### src/rtl/irq_pkg.sv
// Shared types and defaults for the interrupt controller.
// Dispatch state enum, default addresses and the vector helper.
package irq_pkg;

    typedef enum logic [1:0] {
        IDLE,
        SAMPLE,
        DISPATCH
    } irq_state_t;

    localparam logic [7:0]  VEC_BASE_DEF   = 8'h40;
    localparam int unsigned VEC_STRIDE_DEF = 3;
    localparam logic [15:0] IE_ADDR_DEF    = 16'hFFFF;
    localparam logic [15:0] IF_ADDR_DEF    = 16'hFF0F;

    // 8-bit vector, wraps mod 256
    function automatic logic [7:0] vec_of(
        input logic [2:0]  idx,
        input logic [7:0]  base,
        input int unsigned sh
    );
        logic [7:0] off;
        off = {5'b0, idx} << sh;
        return base + off;
    endfunction

endpackage

### src/rtl/irq_controller_if.sv
// Bus and sequencer signals of the interrupt controller.
// slave = controller side, master = core/sequencer side.
interface irq_controller_if #(
    parameter int NUM_IRQ = 5
);
    import irq_pkg::*;

    logic [15:0]        A;
    logic [7:0]         DL_in;
    logic               WR;
    logic               RD;
    logic [7:0]         DL_out;
    logic               DL_oe;
    logic [NUM_IRQ-1:0] IRQ_TRIG;
    logic               IME;
    logic               ACK_REQ;
    logic               IRQ_PEND;
    logic               ACK_VALID;
    logic [NUM_IRQ-1:0] CPU_IRQ_ACK;
    logic [7:0]         VECTOR;

    modport slave (
        input  A, DL_in, WR, RD, IRQ_TRIG, IME, ACK_REQ,
        output DL_out, DL_oe, IRQ_PEND, ACK_VALID,
        output CPU_IRQ_ACK, VECTOR
    );

    modport master (
        output A, DL_in, WR, RD, IRQ_TRIG, IME, ACK_REQ,
        input  DL_out, DL_oe, IRQ_PEND, ACK_VALID,
        input  CPU_IRQ_ACK, VECTOR
    );

endinterface

### src/rtl/irq_prio_enc.sv
// Lowest-index-first priority encoder.
// Gives the winning bit one-hot, its index and an any flag.
module irq_prio_enc #(
    parameter int N = 5
) (
    input  logic [N-1:0] req_i,
    output logic [N-1:0] oh_o,
    output logic [2:0]   idx_o,
    output logic         any_o
);

    // scan from the top so the lowest set bit is written last
    always_comb begin
        oh_o  = '0;
        idx_o = '0;
        any_o = 1'b0;
        for (int i = N - 1; i >= 0; i--) begin
            if (req_i[i]) begin
                oh_o    = '0;
                oh_o[i] = 1'b1;
                idx_o   = 3'(i);
                any_o   = 1'b1;
            end
        end
    end

endmodule

### src/rtl/irq_controller.sv
// IE/IF registers, request edge capture and dispatch FSM.
// Optional macro IRQ_CANCEL_EN: re-pick the winner in DISPATCH.
import irq_pkg::*;

module irq_controller #(
    parameter int          NUM_IRQ         = 5,
    parameter logic [7:0]  VEC_BASE        = VEC_BASE_DEF,
    parameter int unsigned VEC_STRIDE_LOG2 = VEC_STRIDE_DEF,
    parameter logic [15:0] IE_ADDR         = IE_ADDR_DEF,
    parameter logic [15:0] IF_ADDR         = IF_ADDR_DEF
) (
    input logic             CLK,
    input logic             nRES,
    irq_controller_if.slave bus
);

    localparam int N = NUM_IRQ;

    logic [N-1:0] trig_q, ie_q, if_q, ie_d, if_d;
    logic [N-1:0] set_v, pend, enc_oh, disp_oh, clr;
    logic [2:0]   enc_idx;
    logic         enc_any;
    logic [7:0]   disp_vec, ie_rd, if_rd;
    logic         hit_ie, hit_if, ack_q;
    irq_state_t   state_q;

    assign hit_ie = (bus.A == IE_ADDR);
    assign hit_if = (bus.A == IF_ADDR);
    assign set_v  = bus.IRQ_TRIG & ~trig_q;
    assign pend   = ie_q & if_q;

    irq_prio_enc #(.N(N)) u_enc (
        .req_i (pend),
        .oh_o  (enc_oh),
        .idx_o (enc_idx),
        .any_o (enc_any)
    );

`ifdef IRQ_CANCEL_EN
    assign disp_oh  = ack_q ? enc_oh : '0;
    assign disp_vec = (ack_q && enc_any)
                    ? vec_of(enc_idx, VEC_BASE, VEC_STRIDE_LOG2)
                    : 8'h00;
`else
    logic [N-1:0] win_q;
    logic [7:0]   vec_q;

    // latch winner and its vector in SAMPLE, drop after DISPATCH
    always_ff @(posedge CLK or negedge nRES) begin
        if (!nRES) begin
            win_q <= '0;
            vec_q <= 8'h00;
        end else if (state_q == SAMPLE) begin
            win_q <= enc_oh;
            vec_q <= enc_any
                   ? vec_of(enc_idx, VEC_BASE, VEC_STRIDE_LOG2)
                   : 8'h00;
        end else if (state_q == DISPATCH) begin
            win_q <= '0;
            vec_q <= 8'h00;
        end
    end

    assign disp_oh  = win_q;
    assign disp_vec = vec_q;
`endif

    assign clr = (state_q == DISPATCH) ? disp_oh : '0;

    // IF precedence: new edge, then dispatch clear, then CPU write
    always_comb begin
        ie_d = ie_q;
        if_d = if_q;
        if (bus.WR && hit_ie) ie_d = bus.DL_in[N-1:0];
        if (bus.WR && hit_if) if_d = bus.DL_in[N-1:0];
        if_d = (if_d & ~clr) | set_v;
    end

    // registers and request edge history
    always_ff @(posedge CLK or negedge nRES) begin
        if (!nRES) begin
            trig_q <= '0;
            ie_q   <= '0;
            if_q   <= '0;
        end else begin
            trig_q <= bus.IRQ_TRIG;
            ie_q   <= ie_d;
            if_q   <= if_d;
        end
    end

    // dispatch FSM; ack_q is high exactly in DISPATCH
    always_ff @(posedge CLK or negedge nRES) begin
        if (!nRES) begin
            state_q <= IDLE;
            ack_q   <= 1'b0;
        end else begin
            unique case (state_q)
                IDLE: begin
                    if (bus.ACK_REQ && bus.IME && |pend)
                        state_q <= SAMPLE;
                end
                SAMPLE: begin
                    state_q <= DISPATCH;
                    ack_q   <= 1'b1;
                end
                DISPATCH: begin
                    state_q <= IDLE;
                    ack_q   <= 1'b0;
                end
                default: begin
                    state_q <= IDLE;
                    ack_q   <= 1'b0;
                end
            endcase
        end
    end

    // unimplemented high bits read back as 1
    always_comb begin
        ie_rd        = 8'hFF;
        if_rd        = 8'hFF;
        ie_rd[N-1:0] = ie_q;
        if_rd[N-1:0] = if_q;
    end

    assign bus.DL_out      = hit_ie ? ie_rd : (hit_if ? if_rd : 8'h00);
    assign bus.DL_oe       = bus.RD && (hit_ie || hit_if);
    assign bus.IRQ_PEND    = |pend;
    assign bus.ACK_VALID   = ack_q;
    assign bus.CPU_IRQ_ACK = disp_oh;
    assign bus.VECTOR      = disp_vec;

endmodule

### src/flat_wrapper.sv
// flat-port wrapper written by rule: the top's interface ports become plain ports
module irq_controller_flat 
#(
    parameter int          NUM_IRQ         = 5,
    parameter logic [7:0]  VEC_BASE        = VEC_BASE_DEF,
    parameter int unsigned VEC_STRIDE_LOG2 = VEC_STRIDE_DEF,
    parameter logic [15:0] IE_ADDR         = IE_ADDR_DEF,
    parameter logic [15:0] IF_ADDR         = IF_ADDR_DEF
)
  (CLK, nRES, bus_A, bus_DL_in, bus_WR, bus_RD, bus_IRQ_TRIG, bus_IME, bus_ACK_REQ, bus_DL_out, bus_DL_oe, bus_IRQ_PEND, bus_ACK_VALID, bus_CPU_IRQ_ACK, bus_VECTOR);
  irq_controller_if #(.NUM_IRQ(NUM_IRQ)) bus_i ();
  input logic CLK;
  input logic nRES;
  input wire logic [$bits(bus_i.A)-1:0] bus_A;
  input wire logic [$bits(bus_i.DL_in)-1:0] bus_DL_in;
  input wire logic [$bits(bus_i.WR)-1:0] bus_WR;
  input wire logic [$bits(bus_i.RD)-1:0] bus_RD;
  input wire logic [$bits(bus_i.IRQ_TRIG)-1:0] bus_IRQ_TRIG;
  input wire logic [$bits(bus_i.IME)-1:0] bus_IME;
  input wire logic [$bits(bus_i.ACK_REQ)-1:0] bus_ACK_REQ;
  output wire logic [$bits(bus_i.DL_out)-1:0] bus_DL_out;
  output wire logic [$bits(bus_i.DL_oe)-1:0] bus_DL_oe;
  output wire logic [$bits(bus_i.IRQ_PEND)-1:0] bus_IRQ_PEND;
  output wire logic [$bits(bus_i.ACK_VALID)-1:0] bus_ACK_VALID;
  output wire logic [$bits(bus_i.CPU_IRQ_ACK)-1:0] bus_CPU_IRQ_ACK;
  output wire logic [$bits(bus_i.VECTOR)-1:0] bus_VECTOR;
  assign bus_i.A = bus_A;
  assign bus_i.DL_in = bus_DL_in;
  assign bus_i.WR = bus_WR;
  assign bus_i.RD = bus_RD;
  assign bus_i.IRQ_TRIG = bus_IRQ_TRIG;
  assign bus_i.IME = bus_IME;
  assign bus_i.ACK_REQ = bus_ACK_REQ;
  assign bus_DL_out = bus_i.DL_out;
  assign bus_DL_oe = bus_i.DL_oe;
  assign bus_IRQ_PEND = bus_i.IRQ_PEND;
  assign bus_ACK_VALID = bus_i.ACK_VALID;
  assign bus_CPU_IRQ_ACK = bus_i.CPU_IRQ_ACK;
  assign bus_VECTOR = bus_i.VECTOR;
  irq_controller #(.NUM_IRQ(NUM_IRQ), .VEC_BASE(VEC_BASE), .VEC_STRIDE_LOG2(VEC_STRIDE_LOG2), .IE_ADDR(IE_ADDR), .IF_ADDR(IF_ADDR)) u_core (.CLK(CLK), .nRES(nRES), .bus(bus_i));
endmodule
### config.mk
export PLATFORM = sky130hd
export DESIGN_NAME = irq_controller_flat
export DESIGN_NICKNAME = d
export VERILOG_FILES = /design/src/rtl/irq_pkg.sv /design/src/rtl/irq_controller_if.sv /design/src/rtl/irq_prio_enc.sv /design/src/rtl/irq_controller.sv /design/src/flat_wrapper.sv
export SDC_FILE = /design/constraint.sdc
export NUM_CORES = 1
export LEC_CHECK = 0
export CAP_MARGIN = 20
export CORE_ASPECT_RATIO = 0.5
export CORE_MARGIN = 5
export CORE_UTILIZATION = 45
export CTS_CLUSTER_DIAMETER = 40
export DETAILED_ROUTE_END_ITERATION = 16
export PLACE_DENSITY = 0.84
export SKIP_CTS_REPAIR_TIMING = 1
export SLEW_MARGIN = 40
export SYNTH_ARGS = -nofsm -noshare
export SYNTH_HDL_FRONTEND = slang
export SYNTH_SLANG_ARGS = --single-unit
### constraint.sdc
create_clock -name CLK -period 4.8 [get_ports CLK]
set_input_delay 0.96 -clock CLK [delete_from_list [all_inputs] [get_ports CLK]]
set_output_delay 0.96 -clock CLK [all_outputs]
set_load 0.05 [all_outputs]
Word-level counts from Yosys, hierarchy flattened:

Index checks and enable logic that the tools add are counted.

* bits in registers: 31
* logic and storage cells: 55

* bitwise operators: 6
* mux-type cells: 27
* reduce and logical (&&, ||, !) cells: 9
* equality and inequality tests: 5
* add/subtract/negate cells: 1

Operator list (number)
* $mux W5: 9
* $mux W8: 5
* $eq A16 B16 Y1 const B: 2
* $and A5 B5 Y5: 3
* $mux W3: 5
* $not A5 Y5: 2
* $add A7 B6 Y8 const A: 1
* $logic_and A1 B1 Y1: 5
* $mux W1: 5
* $or A5 B5 Y5: 1
* $reduce_or A5 Y1: 1
* $pmux W2 S2: 1
* $eq A2 B1 Y1 const B: 1
* $eq A2 B2 Y1 const B: 1
* $logic_not A2 Y1: 1
* $mux W2: 1
* $ne A2 B1 Y1 const B: 1
* $pmux W1 S2: 1
* $reduce_bool A2 Y1: 1
* $logic_or A1 B1 Y1: 1

Longest topological paths before layout:

Gate-level depths: netlist of the first run.

* depth after elaboration: 9
* depth in mapped cells: 5
* mapped depth without buffers: 5

Hierarchy:

A second synthesis of the first run with hierarchy kept.

* cells, all modules: 150
* area, all modules: 1508.9 um2

Modules (own cells, without submodules)
* irq_controller: times used 1, area each 1425.1 um2, cells an instance 137
* irq_prio_enc: times used 1, area each 83.8 um2, cells an instance 13

Worst setup path after synthesis of the first run:

Ideal clock, no wire load.

* path type: in2out
* start point: input bus_A[4]
* end point: output bus_DL_oe
* data arrival time: 2.810 ns
* setup slack: 1.030 ns
* path buffers: 0
* stages: 4
* cell sequence: or4_4 > nor4_2 > or2_1 > and2_1

* longest elaborated chain between the ends: 3

Ends and longest elaborated chain
* start, declared: RTL line flat_wrapper.sv:14 `input wire logic [$bits(bus_i.A)-1:0] bus_A;`
* $eq A16 B16 Y1, on equally long branches: RTL line irq_controller.sv:27, irq_controller.sv:28
* $logic_or A1 B1 Y1 (*): RTL line irq_controller.sv:128 `assign bus.DL_oe = bus.RD && (hit_ie || hit_if);`
* $logic_and A1 B1 Y1 (*): RTL line irq_controller.sv:128
* end, declared: RTL line flat_wrapper.sv:22 `output wire logic [$bits(bus_i.DL_oe)-1:0] bus_DL_oe;`

Every way passes the cells marked *; elsewhere a longest branch is shown, timed or not.

Worst setup path in the final report of the first run:

* start point: input bus_A[4]
* end point: output bus_DL_out[4]

* longest elaborated chain between the ends: 3

Ends and longest elaborated chain
* $eq A16 B16 Y1: RTL line irq_controller.sv:28 `assign hit_if = (bus.A == IF_ADDR);`
* $mux W8: RTL line irq_controller.sv:127 `assign bus.DL_out = hit_ie ? ie_rd : (hit_if ? if_rd : 8'h00);`
* $mux W8 (*): RTL line irq_controller.sv:127
* end, declared: RTL line flat_wrapper.sv:21 `output wire logic [$bits(bus_i.DL_out)-1:0] bus_DL_out;`

Marks and branches as above.

==> results of run 1 <==
-- cells in the final DEF, fill, tap and decap left out, types with 4 or more instances in the layout --
cell type        netlist  layout
buf_4                  6       7
mux2_1                 7       7
o211ai_2               5       5
ha_1                   4       4
nand2_1               13      13
dfrtp_1               27      27
clkdlybuf4s50_1        0      46
nand3_1               13      13
inv_1                 17      17
o22ai_1                6       6
conb_1                 1       4
nand4_1                5       5
a32oi_1                5       5
a22o_1                 5       5
-- power groups by stage --
stage	Clock, mW	Combinational (mW)	Sequential [mW]
floorplan	0	0.101	0.266
global placement	0	0.168	0.253
detailed placement	0	0.172	0.255
CTS	0.132	0.174	0.250
global route	0.142	0.189	0.252
finish	0.129	0.174	0.251
-- stage by stage --
step           setup slack [ns]  total power [mW]  hold WS (ns)  area (um2)
5_1_grt                   0.437             0.583         0.558        1950
2_1_floorplan              1.03             0.367         0.485        1410
3_5_place_dp              0.491             0.427         0.501        1910
6_report                  0.516             0.554         0.525        1950
4_1_cts                   0.491             0.556         0.522        1950
3_3_place_gp              0.520             0.420         0.490        1910
-- sequential cells by signal, indices dropped and copies added (netlist names) --
signal                  cells
u_core.bus.CPU_IRQ_ACK      5
u_core.ie_q                 5
u_core.bus.ACK_VALID        1
u_core.state_q              2
u_core.if_q                 5
u_core.trig_q               5
u_core.bus.VECTOR           4
-- area by class of cell --
cell class	count	area [um2]	share of cell area, %
Clock buffer	4	45.0	2.30
Inverter	17	63.8	3.27
Sequential cell	27	676	34.6
Multi-Input combinational cell	82	607	31.1
Tap cell	40	50.0	2.56
Timing Repair Buffer	53	513	26.2
-- layer usage --
metal,part of all wire [%],global-route usage [%]
met1,40,19.9
met2,48,29.1
met3,11,6.07
met4,0.76,4.02
met5,0,0
-- worst paths after layout --
kind | startpoint | cells after the start | end | slack [ns]
setup / recovery | bus_A[4] | 5 | bus_DL_out[4] | 0.52
hold / removal | u_core.bus.ACK_VALID$_DFFE_PN0P_ | 1 | u_core.bus.ACK_VALID$_DFFE_PN0P_ | 0.52
setup reg to reg | u_core.state_q[0]$_DFFE_PN0P_ | 5 | u_core.bus.VECTOR[5]$_DFFE_PN0P_ | 3.13
hold reg to reg | u_core.bus.ACK_VALID$_DFFE_PN0P_ | 1 | u_core.bus.ACK_VALID$_DFFE_PN0P_ | 0.52
max in group asynchronous | nRES | 2 | u_core.bus.CPU_IRQ_ACK[1]$_DFFE_PN0P_ | 3.47
min in group asynchronous | nRES | 2 | u_core.if_q[4]$_DFF_PN0_ | 1.07
-- worst reg2reg max path: cells and delay by family, from the launching register on --
kind            cells  cell delay, ns
buf+inv             1            0.09
simple gates        2            0.54
flops               1            0.38
compound gates      1            0.08
fa+ha+maj           1            0.51
-- cell families after synthesis --
family                   Yosys count  synth area share, %
buffers and inverters             25                 8.88
other                              1                0.269
flip-flops                        27                 48.4
adder cells (fa/ha/maj)            4                 3.59
multiplexers                       9                 7.26
AND/OR/NAND/NOR                   39                 16.1
AO/OA/AOI/OAI                     26                 15.4
==> results.md, run 1 <==
- Outcome: completed
- Core area: 0.00300 mm2
- Hold Path Class: register to register
- Antenna violations before repair: 0
- Sequential Power Share: 45.2%
- Final Hold Viols: 0
- Clock Skew: approximately 0.0068 ns
- Worst-path maximum fanout: 4
- Die extent in x: slightly below 90 um
- DP HPWL: ~2800 um
- Post-Synthesis Cells: between 100 and 150
- Syn_area_per_cell: about 11 um2
- # DRC: 0
- Gpl congestion: 0.750
- Final antenna-violating net count: 0
- Setup-failing EPs final: 0
- Fmax achieved: ~0.23 GHz
- CTS Buffer Depth: 2
- Ys async rst share: 100%
- Fin util: approximately 65%
- IO buf count: 51
- First-pass GRT wire length: just under 6000 um
- WL/cell: 15.9 um
- Relative slew margins: between 60 and 70%
- CTS buffer count: 3
- Die area: around 0.0044 mm2
- P_leak: 0.865 nW
- Clock share of power: a little under a quarter
- I/O pin cnt: between 50 and 60
- CTS sink cnt: 27
- Req. time, crit path: ~3.8 ns
- Most frequent CP cell: clkdlybuf4s50_1
- Share of layout cells above drive strength 1: between 10% and 20%
- EDFF count, synth: 0
- # rows: 14
- Root buffer cell: clkbuf_8
- Initial Util: a little under half
- Synth cell count leaders: dfrtp_1 (27), inv_1 (17), nand2_1 (13), nand3_1 (13), mux2_1 (7)
- Max IR drop VDD: ~0.23 mV
- Crit Path Category: input pin to output port
- Critical path cell sequence: clkdlybuf4s50_1 -> or4_4 -> nor4_2 -> a22o_1 -> clkdlybuf4s50_1
- RSZ-0062 raised after global routing: false
- Vias in the first global route: 1285
- Vias per cell: 5.41
- Clk_lat worst skew: between 0.2 and 0.3 ns
- Cell accounting for the most synthesized area: dfrtp_1
- Worst path slowest cell: clkdlybuf4s50_1
- CP bufs+invs: 2
- Maxcap violations: 0
- Clk slew on worst S/H paths: roughly 0.09 ns
- Placed cells: roughly 220
- # fillers: around 230
- Max-slew violation count: 0
- Gr usage total: between 15 and 20%
- Post-route minimum period: approximately 4.3 ns
- CTS tree: yes
- Most common cell in the netlist: dfrtp_1
- P_sw: 0.181 mW
- Area Overhead vs Synth: 40.1%
- Seq/Total Area, Yosys: between 40 and 50%
- Drt total wl: roughly 3500 um
- Crit. End Element: output port
- Ant. Diodes: 0
- Combinational share of power: between 30% and 40%
- Non-Filler Instances: 223
- Die span in y: roughly 50 um
- Final period util: around nine tenths
- Area contributors post-synth: dfrtp_1 (48%), mux2_1 (5.7%), nand3_1 (4.7%)
- Mapped Area: ~0.0014 mm2
- Worst path arrival time: 3.32 ns
- Yosys reg bits: 27
- H-tree Lvls: 1
- CP Launch Type: input pin
- Cell variety after synth: 27
- Drt pass-1 iters: 4
- Tightest Pin Transition: 0.500 ns
- Ys Warns: 0
- Vias: between 1000 and 1500
- Largest net degree at the start of global routing: 28
- Max stage delay on crit path: just over 0.8 ns
- Top_reg_cell synth: dfrtp_1
- Synth top area share: between 40 and 50%
- CP top delay family: buffers and inverters
- Setup TNS: 0 ns
- PD cells: 283 mW/mm2
- Internal: roughly 0.37 mW
- GR Overflow Total: 0
- Iter 0 DRT Violations: 67
- Final layout net count: around 220
- Switch share: 32.7%
Note: power is estimated with default switching activity, not from simulation.
==> run 2: changes to the inputs <==
--- a/config.mk
+++ b/config.mk
@@ -11,9 +11,8 @@
 export CORE_UTILIZATION = 45
 export CTS_CLUSTER_DIAMETER = 40
 export DETAILED_ROUTE_END_ITERATION = 16
-export PLACE_DENSITY = 0.84
+export PLACE_DENSITY_LB_ADDON = 0.15
 export SKIP_CTS_REPAIR_TIMING = 1
-export SLEW_MARGIN = 40
 export SYNTH_ARGS = -nofsm -noshare
 export SYNTH_HDL_FRONTEND = slang
 export SYNTH_SLANG_ARGS = --single-unit
==> run 2 against run 1 <==
Against the previous run:
- clock skew decreased by 0.00076 ns
- sequential share of layout area down 0.13 points
- combinational power fell by 3%
- core utilization is 0.25 points higher
- flip-flop and latch count unchanged
- design area increased by 0.38%
- total power is 0.99% lower
- first-iteration DRC count increased by 21%
- clock power hardly changed
- worst setup slack improved by 0.095 ns
- critical path depth rose by 1
- largest cell class unchanged
==> results.md, run 2 (synthesis results as in run 1) <==
- Max stage delay on crit path: 0.82 ns (about the same)
- IO buf count: 51 (unchanged)
- Most frequent cells in the layout: clkdlybuf4s50_1 (49), dfrtp_1 (27), inv_1 (17)
- Final period util: 87.3% (-2.0 points)
- Largest net degree at the start of global routing: 28 (unchanged)
- First-pass GRT wire length: 5610 um (-4.5%)
- Clock Skew: 0.00607 ns (-0.000759 ns)
- Final layout net count: 223 (unchanged)
- Antenna violations before repair: 0 (unchanged)
- CP Launch Type: input pin
- Most common cell after layout, fill and taps aside: clkdlybuf4s50_1
- P_leak: 0.858 nW (-0.72%)
- Worst-path maximum fanout: 6 (+2)
- Max IR drop VDD: 0.262 mV (+12%)
- Final Hold Viols: 0 (unchanged)
- Root buffer cell: clkbuf_8
- Outcome: completed
- Crit Path Category: input pin to output port
- Die span in y: 49.4 um (unchanged)
- PD cells: 279 mW/mm2 (-1.4%)
- Reg2Reg Setup Slack: 3.16 ns (+0.03 ns)
- Fin util: 65.5% (+0.25 points)
- Dpl ws: 0.591 ns (+0.0997 ns)
- GR Overflow Total: 0 (unchanged)
- Die extent in x: 88.7 um (unchanged)
- Vias per cell: 5.22 (-3.4%)
- Final Total Pwr: 0.548 mW (-0.99%)
- Gr usage total: 16.6% (-0.22 points)
- Hold Path Class: register to register
- Hold Worst Slack: 0.511 ns (-0.0134 ns)
- Fmax achieved: 0.239 GHz (+2.3%)
- CTS tree: yes
- Critical path cell sequence: clkdlybuf4s50_1 -> or4_4 -> nor4_2 -> buf_4 -> or2_1 -> clkdlybuf4s50_1
- RSZ-0062 raised after global routing: false
- Final antenna-violating net count: 0 (unchanged)
- H-tree Lvls: 1 (unchanged)
- Core area: 0.00300 mm2 (unchanged)
- Setup TNS: 0 ns (unchanged)
- WL/cell: 15.3 um (-3.4%)
- Post-route minimum period: 4.19 ns (-0.0955 ns)
- CTS Buffer Depth: 2 (unchanged)
- Iter 0 DRT Violations: 81 (+21%)
- Relative slew margins: 66.0% (-0.51 points)
- Die area: 0.00438 mm2 (unchanged)
- Crit. End Element: output port
- Vias in the first global route: 1213 (-5.6%)
- CP top delay family: buffers and inverters
- DP HPWL: 2720 um (-2.5%)
- Ant. Diodes: 0 (unchanged)
- Share of layout cells above drive strength 1: 9.29% (-1.6 points)
- CTS sink cnt: 27 (unchanged)
- Clk_lat worst skew: 0.27 ns (about the same)
- # DRC: 0 (unchanged)
- Setup-failing EPs final: 0 (unchanged)
- Drt total wl: 3420 um (-3.4%)
- Worst path slowest cell: clkdlybuf4s50_1
- Initial Util: 46.6% (unchanged)
- Req. time, crit path: 3.84 ns (about the same)
- Clk slew on worst S/H paths: 0.09 ns (about the same)
- Gpl congestion: 0.766 (+2.1%)
- Vias: 1165 (-3.4%)
- CP bufs+invs: 3 (+1)
- Maxcap violations: 0 (unchanged)
- Most frequent CP cell: clkdlybuf4s50_1
- Area Overhead vs Synth: 40.6%
- # rows: 14 (unchanged)
- Max-slew violation count: 0 (unchanged)
- CTS buffer count: 3 (unchanged)
- Tightest Pin Transition: 0.508 ns (+0.00759 ns)
- I/O pin cnt: 59 (unchanged)
- Final WS setup: 0.611 ns (+0.0955 ns)
- Drt pass-1 iters: 4 (unchanged)
- Worst path arrival time: 3.23 ns (-0.09 ns)
## run 2: path summary, 6_finish.rpt
check | end | from | cells after the start
setup / recovery | bus_DL_out[6] | bus_A[4] | 6
hold / removal | u_core.bus.ACK_VALID$_DFFE_PN0P_ | u_core.bus.ACK_VALID$_DFFE_PN0P_ | 1
setup reg to reg | u_core.state_q[1]$_DFFE_PN0P_ | u_core.if_q[3]$_DFF_PN0_ | 4
hold reg to reg | u_core.bus.ACK_VALID$_DFFE_PN0P_ | u_core.bus.ACK_VALID$_DFFE_PN0P_ | 1
max in group asynchronous | u_core.trig_q[1]$_DFF_PN0_ | nRES | 2
min in group asynchronous | u_core.if_q[4]$_DFF_PN0_ | nRES | 2
## run 2: layer usage
layer	GRT usage (%)	routed length (um)	share of wire, %
met5	0	0	0
met4	2.26	8	0.23
met3	6.41	361	11
met2	27.0	1530	45
met1	21.6	1520	44
## run 2: layout make-up
| type | instances | area, um2 |
|---|---|---|
| fill | 236 | 1030 |
| sequential | 27 | 676 |
| multi-input combinational | 82 | 607 |
| timing repair buffer | 53 | 520 |
| inverter | 17 | 63.8 |
| tap | 40 | 50.0 |
| clock buffer | 4 | 45.0 |
## run 2: worst register-to-register path, cell delays in order, from the launching register on
cell and delay (ns):
dfrtp_1 0.43, a22oi_1 0.33, and4_1 0.32, o21ai_1 0.12, mux2_1 0.32
## run 2: power by group
group          leakage, nW  internal [mW]  switching, mW
Combinational        0.500         0.0713         0.0981
Sequential           0.335          0.242        0.00816
Clock               0.0228         0.0595         0.0695
## run 2: metrics by stage
stage                     std cells  cell area (um2)
after detailed placement        219             1920
after CTS                       223             1960
after global routing            223             1960
after floorplan                 134             1410
final                           223             1960
after global placement          219             1920
